**src/rtl/lut_pkg.sv**
```systemverilog
// Shared constants, FSM state type and reset contents for the 3BC target-table loader.
package lut_pkg;

  localparam int LUT_DEPTH = 16;
  localparam int LUT_W     = 10;

  typedef enum logic [1:0] {
    IDLE  = 2'd0,
    LOAD  = 2'd1,
    CHECK = 2'd2,
    DONE  = 2'd3
  } lut_ld_state_t;

  // Entry 0 is -402 (10'h26E); every other entry defaults to +1. Index 0 is the lowest slice.
  localparam logic [LUT_DEPTH-1:0][LUT_W-1:0] LUT_DEFAULTS = {{(LUT_DEPTH-1){10'h001}}, 10'h26E};

endpackage

```
**src/rtl/lut_store.sv**
```systemverilog
// DEPTH x W register table: async reset to LUT_DEFAULTS, one sync write port, one combinational read port.
module lut_store
  import lut_pkg::*;
#(
  parameter int DEPTH = LUT_DEPTH,
  parameter int W     = LUT_W
) (
  input  logic                     clk,
  input  logic                     rst,
  input  logic                     we,
  input  logic [$clog2(DEPTH)-1:0] waddr,
  input  logic [W-1:0]             wdata,
  input  logic [$clog2(DEPTH)-1:0] raddr,
  output logic [W-1:0]             rdata
);

  localparam int AW = $clog2(DEPTH);

  logic [W-1:0] rd_vec [DEPTH];

  for (genvar gi = 0; gi < DEPTH; gi++) begin : g_entry
    logic [W-1:0] entry;

    // Entries beyond the packaged default table come up as zero.
    if (gi < LUT_DEPTH) begin : g_dflt
      always_ff @(posedge clk or posedge rst) begin
        if (rst)
          entry <= W'(LUT_DEFAULTS[gi]);
        else if (we && (waddr == AW'(gi)))
          entry <= wdata;
      end
    end else begin : g_zero
      always_ff @(posedge clk or posedge rst) begin
        if (rst)
          entry <= '0;
        else if (we && (waddr == AW'(gi)))
          entry <= wdata;
      end
    end

    assign rd_vec[gi] = entry;
  end

  assign rdata = rd_vec[raddr];

endmodule

```
**src/rtl/lut_loader.sv**
```systemverilog
// Sequential valid/ready loader for the branch-target table; read port is always live.
// Optional checksum beat after the last entry: define LUT_LOADER_CHECKSUM_EN.
module lut_loader
  import lut_pkg::*;
#(
  parameter int DEPTH = LUT_DEPTH,
  parameter int W     = LUT_W
) (
  input  logic                     Clk,
  input  logic                     Reset,
  input  logic                     Start,
  input  logic                     LdValid,
  input  logic [W-1:0]             LdData,
  output logic                     LdReady,
  input  logic [$clog2(DEPTH)-1:0] Index,
  output logic [W-1:0]             Out,
  output logic                     Busy,
  output logic                     Loaded,
  output logic                     Err
);

  localparam int AW = $clog2(DEPTH);

  lut_ld_state_t state;
  logic [AW-1:0] count;
  logic          loaded;
  logic          we;
  logic          last_beat;
  logic          restart;

  assign LdReady   = (state == LOAD) || (state == CHECK);
  assign Busy      = LdReady;
  assign we        = (state == LOAD) && LdValid;
  assign last_beat = we && (count == AW'(DEPTH - 1));
  // Start is only honoured when no sequence is running.
  assign restart   = Start && ((state == IDLE) || (state == DONE));

  lut_store #(
    .DEPTH (DEPTH),
    .W     (W)
  ) u_store (
    .clk   (Clk),
    .rst   (Reset),
    .we    (we),
    .waddr (count),
    .wdata (LdData),
    .raddr (Index),
    .rdata (Out)
  );

`ifdef LUT_LOADER_CHECKSUM_EN
  logic [W-1:0] sum;
  logic         err;

  always_ff @(posedge Clk or posedge Reset) begin
    if (Reset)
      sum <= '0;
    else if (restart)
      sum <= '0;
    else if (we)
      sum <= sum + LdData;
  end

  assign Err = err;
`else
  assign Err = 1'b0;
`endif

  always_ff @(posedge Clk or posedge Reset) begin
    if (Reset) begin
      state  <= IDLE;
      count  <= '0;
      loaded <= 1'b0;
`ifdef LUT_LOADER_CHECKSUM_EN
      err    <= 1'b0;
`endif
    end else begin
      case (state)
        IDLE, DONE: begin
          if (restart) begin
            state  <= LOAD;
            count  <= '0;
            loaded <= 1'b0;
`ifdef LUT_LOADER_CHECKSUM_EN
            err    <= 1'b0;
`endif
          end
        end
        LOAD: begin
          if (we) begin
            count <= count + 1'b1;
            if (last_beat) begin
`ifdef LUT_LOADER_CHECKSUM_EN
              state  <= CHECK;
`else
              state  <= DONE;
              loaded <= 1'b1;
`endif
            end
          end
        end
        CHECK: begin
`ifdef LUT_LOADER_CHECKSUM_EN
          // The running sum already covers all entries; this beat carries the expected sum.
          if (LdValid) begin
            state <= DONE;
            if (sum == LdData)
              loaded <= 1'b1;
            else
              err <= 1'b1;
          end
`else
          state <= IDLE;
`endif
        end
        default: state <= IDLE;
      endcase
    end
  end

  assign Loaded = loaded;

endmodule

```
**config.mk**
```make
export PLATFORM = sky130hd
export DESIGN_NAME = lut_loader
export DESIGN_NICKNAME = d
export VERILOG_FILES = /design/src/rtl/lut_pkg.sv /design/src/rtl/lut_store.sv /design/src/rtl/lut_loader.sv
export SDC_FILE = /design/constraint.sdc
export NUM_CORES = 1
export LEC_CHECK = 0
export ABC_AREA = 1
export CAP_MARGIN = 40
export CORE_MARGIN = 2
export CORE_UTILIZATION = 30
export CTS_CLUSTER_DIAMETER = 150
export DETAILED_ROUTE_END_ITERATION = 8
export GPL_TIMING_DRIVEN = 0
export PLACE_DENSITY = 0.42
export SKIP_CTS_REPAIR_TIMING = 1
export SLEW_MARGIN = 20
export SYNTH_ARGS = -nofsm -noshare
export SYNTH_HDL_FRONTEND = slang
export SYNTH_SLANG_ARGS = --single-unit
```
**constraint.sdc**
```tcl
create_clock -name Clk -period 9.85 [get_ports Clk]
set_input_delay 1.97 -clock Clk [delete_from_list [all_inputs] [get_ports Clk]]
set_output_delay 1.97 -clock Clk [all_outputs]
set_load 0.005 [all_outputs]
```
# Yosys cells after proc, flatten, opt, wreduce, memory -nomap -nowiden
# Index checks and enable logic that the tools add are counted.
word_totals:
  regBits: 167
  elab_cells: 84
op_classes:
  addsub: 1
  order_cmp: 1
  n_eq_ne: 21
  n_mux: 14
  n_bitwise: 1
  n_reduce_logical: 27
ops:
  columns: ["op", "n"]
  rows:
  - ["$bmux W10 S4", 1]
  - ["$eq A4 B4 Y1 const B", 8]
  - ["$mux W10", 2]
  - ["$logic_and A1 B1 Y1", 18]
  - ["$eq A4 B3 Y1 const B", 4]
  - ["$eq A4 B2 Y1 const B", 2]
  - ["$mux W4", 2]
  - ["$pmux W4 S2", 1]
  - ["$mux W2", 3]
  - ["$pmux W2 S3", 1]
  - ["$reduce_and A3 Y1", 2]
  - ["$ge A5 B5 Y1 const B", 1]
  - ["$not A4 Y5", 1]
  - ["$add A4 B1 Y4 const B", 1]
  - ["$eq A2 B2 Y1 const B", 2]
  - ["$eq A4 B1 Y1 const B", 1]
  - ["$logic_not A4 Y1", 1]
  - ["$ne A2 B2 Y1 const B", 2]
  - ["$reduce_and A4 Y1", 1]
  - ["$mux W1", 3]
  - ["$eq A2 B1 Y1 const B", 1]
  - ["$logic_not A2 Y1", 1]
  - ["$logic_or A1 B1 Y1", 2]
  - ["$ne A2 B1 Y1 const B", 1]
  - ["3 further kinds", 3]

# Longest topological paths before layout
logic_depth:
  depth_word: 6
  ltp_mapped: 9

# Hierarchy
# A second synthesis with hierarchy kept.
unflattened:
  cells_unflattened: 1109
  hier_area_um2: 8298.0
by_module_without_submodules:
  columns: ["module", "n_inst", "cells_per_inst", "area_each_um2", "seq_area_each_um2"]
  rows:
  - ["lut_store", 1, 1052, 7841.3, 4030.1]
  - ["lut_loader", 1, 57, 456.7, 175.2]

# Least setup slack after synthesis
# Ideal clock, no wire load.
synth_path:
  kind: "input-to-output"
  start: "input Index[0]"
  end: "output Out[3]"
  arrival_ns: 2.800
  required_time_ns: 7.880
  slack_ns: 5.080
  cell_stages: 8
  path_buffers: 2
  cell_sequence: "buf_2 > inv_2 > clkbuf_1 > nand2_1 > nand3_1 > nand3_1 > nand3_1 > nand2_1"
synth_between:
  elab_chain_cells: 4
synth_rtl:
  columns: ["item", "line_no", "text"]
  rows:
  - ["start: declaration", "lut_loader.sv:15", "input logic [$clog2(DEPTH)-1:0] Index,"]
  - ["$not A4 Y5 (not written as such)", "lut_store.sv:44", "assign rdata = rd_vec[raddr];"]
  - ["$bmux W10 S4", "lut_store.sv:44", null]
  - ["$mux W10 (not written as such) (2 in a row)", "lut_store.sv:44", null]
  - ["end: declaration", "lut_loader.sv:16", "output logic [W-1:0] Out,"]
# No other way between the ends. The select of a mux whose other input is x is not followed.

# Worst setup path in the final report
layout_path:
  start: "input Index[2]"
  end: "output Out[3]"
# The elaborated chain is that of the path after synthesis.

==> flow_metrics.tcl <==
set metrics [dict create \
    drtIter0Drc 579 \
    synth_area_per_cell_um2 7.46 \
    grt_pass1_vias 6833 \
    pin_count 32 \
    drc 0 \
    path_cells "clkdlybuf4s50_1, clkbuf_1, nand3_1, nand3_1, nand2_1, clkdlybuf4s50_1" \
    syn_inst 1106 \
    fmax_mhz 165 \
    die-area_mm2 0.0289 \
    switching_share 0.340 \
    yosysTopAreaCellShare 0.443 \
    status "finished clean" \
    cts_tree "built" \
    hp-class "flop to flop" \
    p_switching_uw 783 \
    arrival_ps 4090 \
    nFillCells 2909 \
    coreArea_mm2 0.0270 \
    comb_power_share 0.262 \
    setup_tns_ps 0 \
    cts_buffers 17 \
    totalWireLength_mm 28.8 \
    whs_path_depth 2 \
    syn_nets 1131 \
    p_per_area_mw_per_mm2 238 \
    power_frac_seq 0.441 \
    h-tree-depth 4 \
    synth_area_mm2 0.00825 \
    pwr-share-clk 0.297 \
    period_minus_slack_ps 6060 \
    synth.area.top_cells "dfrtp_1 44%, nand2_1 18%, o21ai_0 8.7%, nand3_1 7.7%, inv_1 6.8%" \
    cp_max_fo 10 \
    slew_viol_final 0 \
    ff2ff_path_depth 6 \
    whs_ps 472 \
    slowest_delay_ps 540 \
    crit_required_ps 7880 \
    period_share 0.615 \
    synth_edf_count 0 \
    worstMarginPinSlew_ps 803 \
    setup_ws_ps 3790 \
    holdCritStartpoint "Loaded" \
    leakage_uw 0.00460 \
    worst_clock_skew_ps 9.78 \
    area_growth_pct 17.0 \
    synth-seq-area-share 0.509 \
    clk_path_buf_depth 2 \
    die_w_um 170 \
    path_clk_slew_ps 70 \
    hold_end "Loaded" \
    criticalPathCategory "input pin to output pin" \
    grt.total_usage 0.208 \
    ant_nets 0 \
    vias 7174 \
    overflow 0 \
    grt_pass1_wl_mm 43.7 \
    antenna_found_initial 1 \
    synth-seq-cells 167 \
    cts_root_buf "clkbuf_16" \
    cts.sinks 167 \
    maxCapViolCount 0 \
    io_buffers 28 \
    slowest_stage "clkdlybuf4s50_1" \
    r2r_end "u_store.g_entry[11].entry[3]" \
    clk_latency_ps 430 \
    peakVddDrop_uv 159 \
    yosys_warnings 0 \
    synthArstFlopShare 1.00 \
    drive_above_1_share 0.0844 \
    synth.most_common_cell "nand2_1" \
    synthTopCellsByCount "398 x nand2_1, 149 x inv_1, 146 x dfrtp_1, 144 x o21ai_0, 127 x nand3_1" \
    grt_max_degree 91 \
    die_h_um 170 \
    drtPass1Iterations 5 \
    hold_violations 0 \
    rsz0062_at_grt "false" \
    avgViaCountPerCell 4.74 \
    ys_types 21 \
    internal_power_uw 1520 \
    rrSetupSlack_ps 7890 \
    wl_per_cell_um 19.0 \
    finalSetupViolations 0 \
    initial_core_util 0.306 \
    max_slew_margin 0.465 \
    place.gp.congestion 0.941 \
    post-dp-hpwl_mm 20.3 \
    timing.rr.start "count[2]" \
    rows 60 \
    nNetsFinal 1185 \
    startpoint_type "input pin" \
    dp_slack_ps 3930 \
    yosys.area.top_type "dfrtp_1" \
    cp-end-kind "output pin" \
    synthFlopType "dfrtp_1" \
    num_antenna_cells 0 \
]
-- layer usage --
metal	vias to the layer above	GRT usage	share of wire
met3	24	0.0391	0.042
met2	135	0.311	0.44
met5	-	0	0
met1	3483	0.307	0.50
met4	0	0.0602	0.016
li1	3532	-	-
-- registers in the layout, indices dropped and copies added (netlist names) --
register / count
state: 2
u_store.g_entry.entry: 160
Loaded: 1
count: 4
-- through the flow --
| step | instance area, um^2 | utilization | total power, uW | instances |
|---|---|---|---|---|
| 6_report | 9660 | 0.358 | 2300 | 1514 |
| 4_1_cts | 9640 | 0.358 | 2320 | 1512 |
| 3_5_place_dp | 9050 | 0.336 | 1630 | 1480 |
| 2_1_floorplan | 8250 | - | 1410 | 1106 |
| 5_1_grt | 9660 | 0.358 | 2460 | 1514 |
| 3_3_place_gp | 8960 | 0.332 | 1620 | 1475 |
-- kinds of logic (layout without fill, tap and decap cells) --
logic type / Yosys count / after routing / share of synthesized area
AOI/OAI and AO/OA: 168 / 168 / 0.102
buffers and inverters: 227 / 294 / 0.110
other: 1 / 1 / 0.000454
and+or+nand+nor: 536 / 536 / 0.268
DFF: 167 / 167 / 0.509
adders and majority gates: 7 / 7 / 0.0106
-- worst max path at each step --
| stage | start | to | slack (ps) | cells past startpoint |
|---|---|---|---|---|
| 2_1_floorplan | Reset | Loaded | 3400 | 1 |
| 3_3_place_gp | Reset | u_store.g_entry[8].entry[7] | 440 | 2 |
| 3_5_place_dp | Index[2] | Out[4] | 3930 | 6 |
| 4_1_cts | Index[2] | Out[4] | 3920 | 6 |
| 5_1_grt | Index[2] | Out[4] | 3750 | 6 |
| 6_report | Index[2] | Out[3] | 3790 | 6 |
-- worst max-delay path, delay by kind of cell --
family,cells,cell delay (ps)
buf+inv,3,1510
simple gates,3,600
-- power by group through the flow --
stage / sequential (uW) / combinational [uW] / clock [uW]
after floorplan: 994 / 412 / 0
after global placement: 1020 / 597 / 0
after detailed placement: 1020 / 608 / 0
after CTS: 1010 / 610 / 699
after global routing: 1040 / 698 / 724
final: 1010 / 604 / 682
-- layout by cell type, fill, tap and decap left out, types with 5 or more instances in the layout --
cell and instances:
nor2_1 5, buf_2 25, dfrtp_1 146, o21ai_1 24
o21ai_0 144, clkbuf_1 41, clkdlybuf4s50_1 28, ha_1 7
dfstp_2 21, nand2_1 398, inv_1 148, clkbuf_16 17
clkbuf_2 6, nand3_1 127
-- final cells by class --
class                           count  area [um^2]  share of cell area
Multi-Input combinational cell    712         3140               0.325
Inverter                          151          574              0.0595
Timing Repair Buffer               35          387              0.0400
Clock inverter                     11          124              0.0128
Tap cell                          341          427              0.0442
Clock buffer                       21          460              0.0477
Buffer                             76          339              0.0351
Sequential cell                   167         4210               0.435
Power figures use the tool's default switching activity.
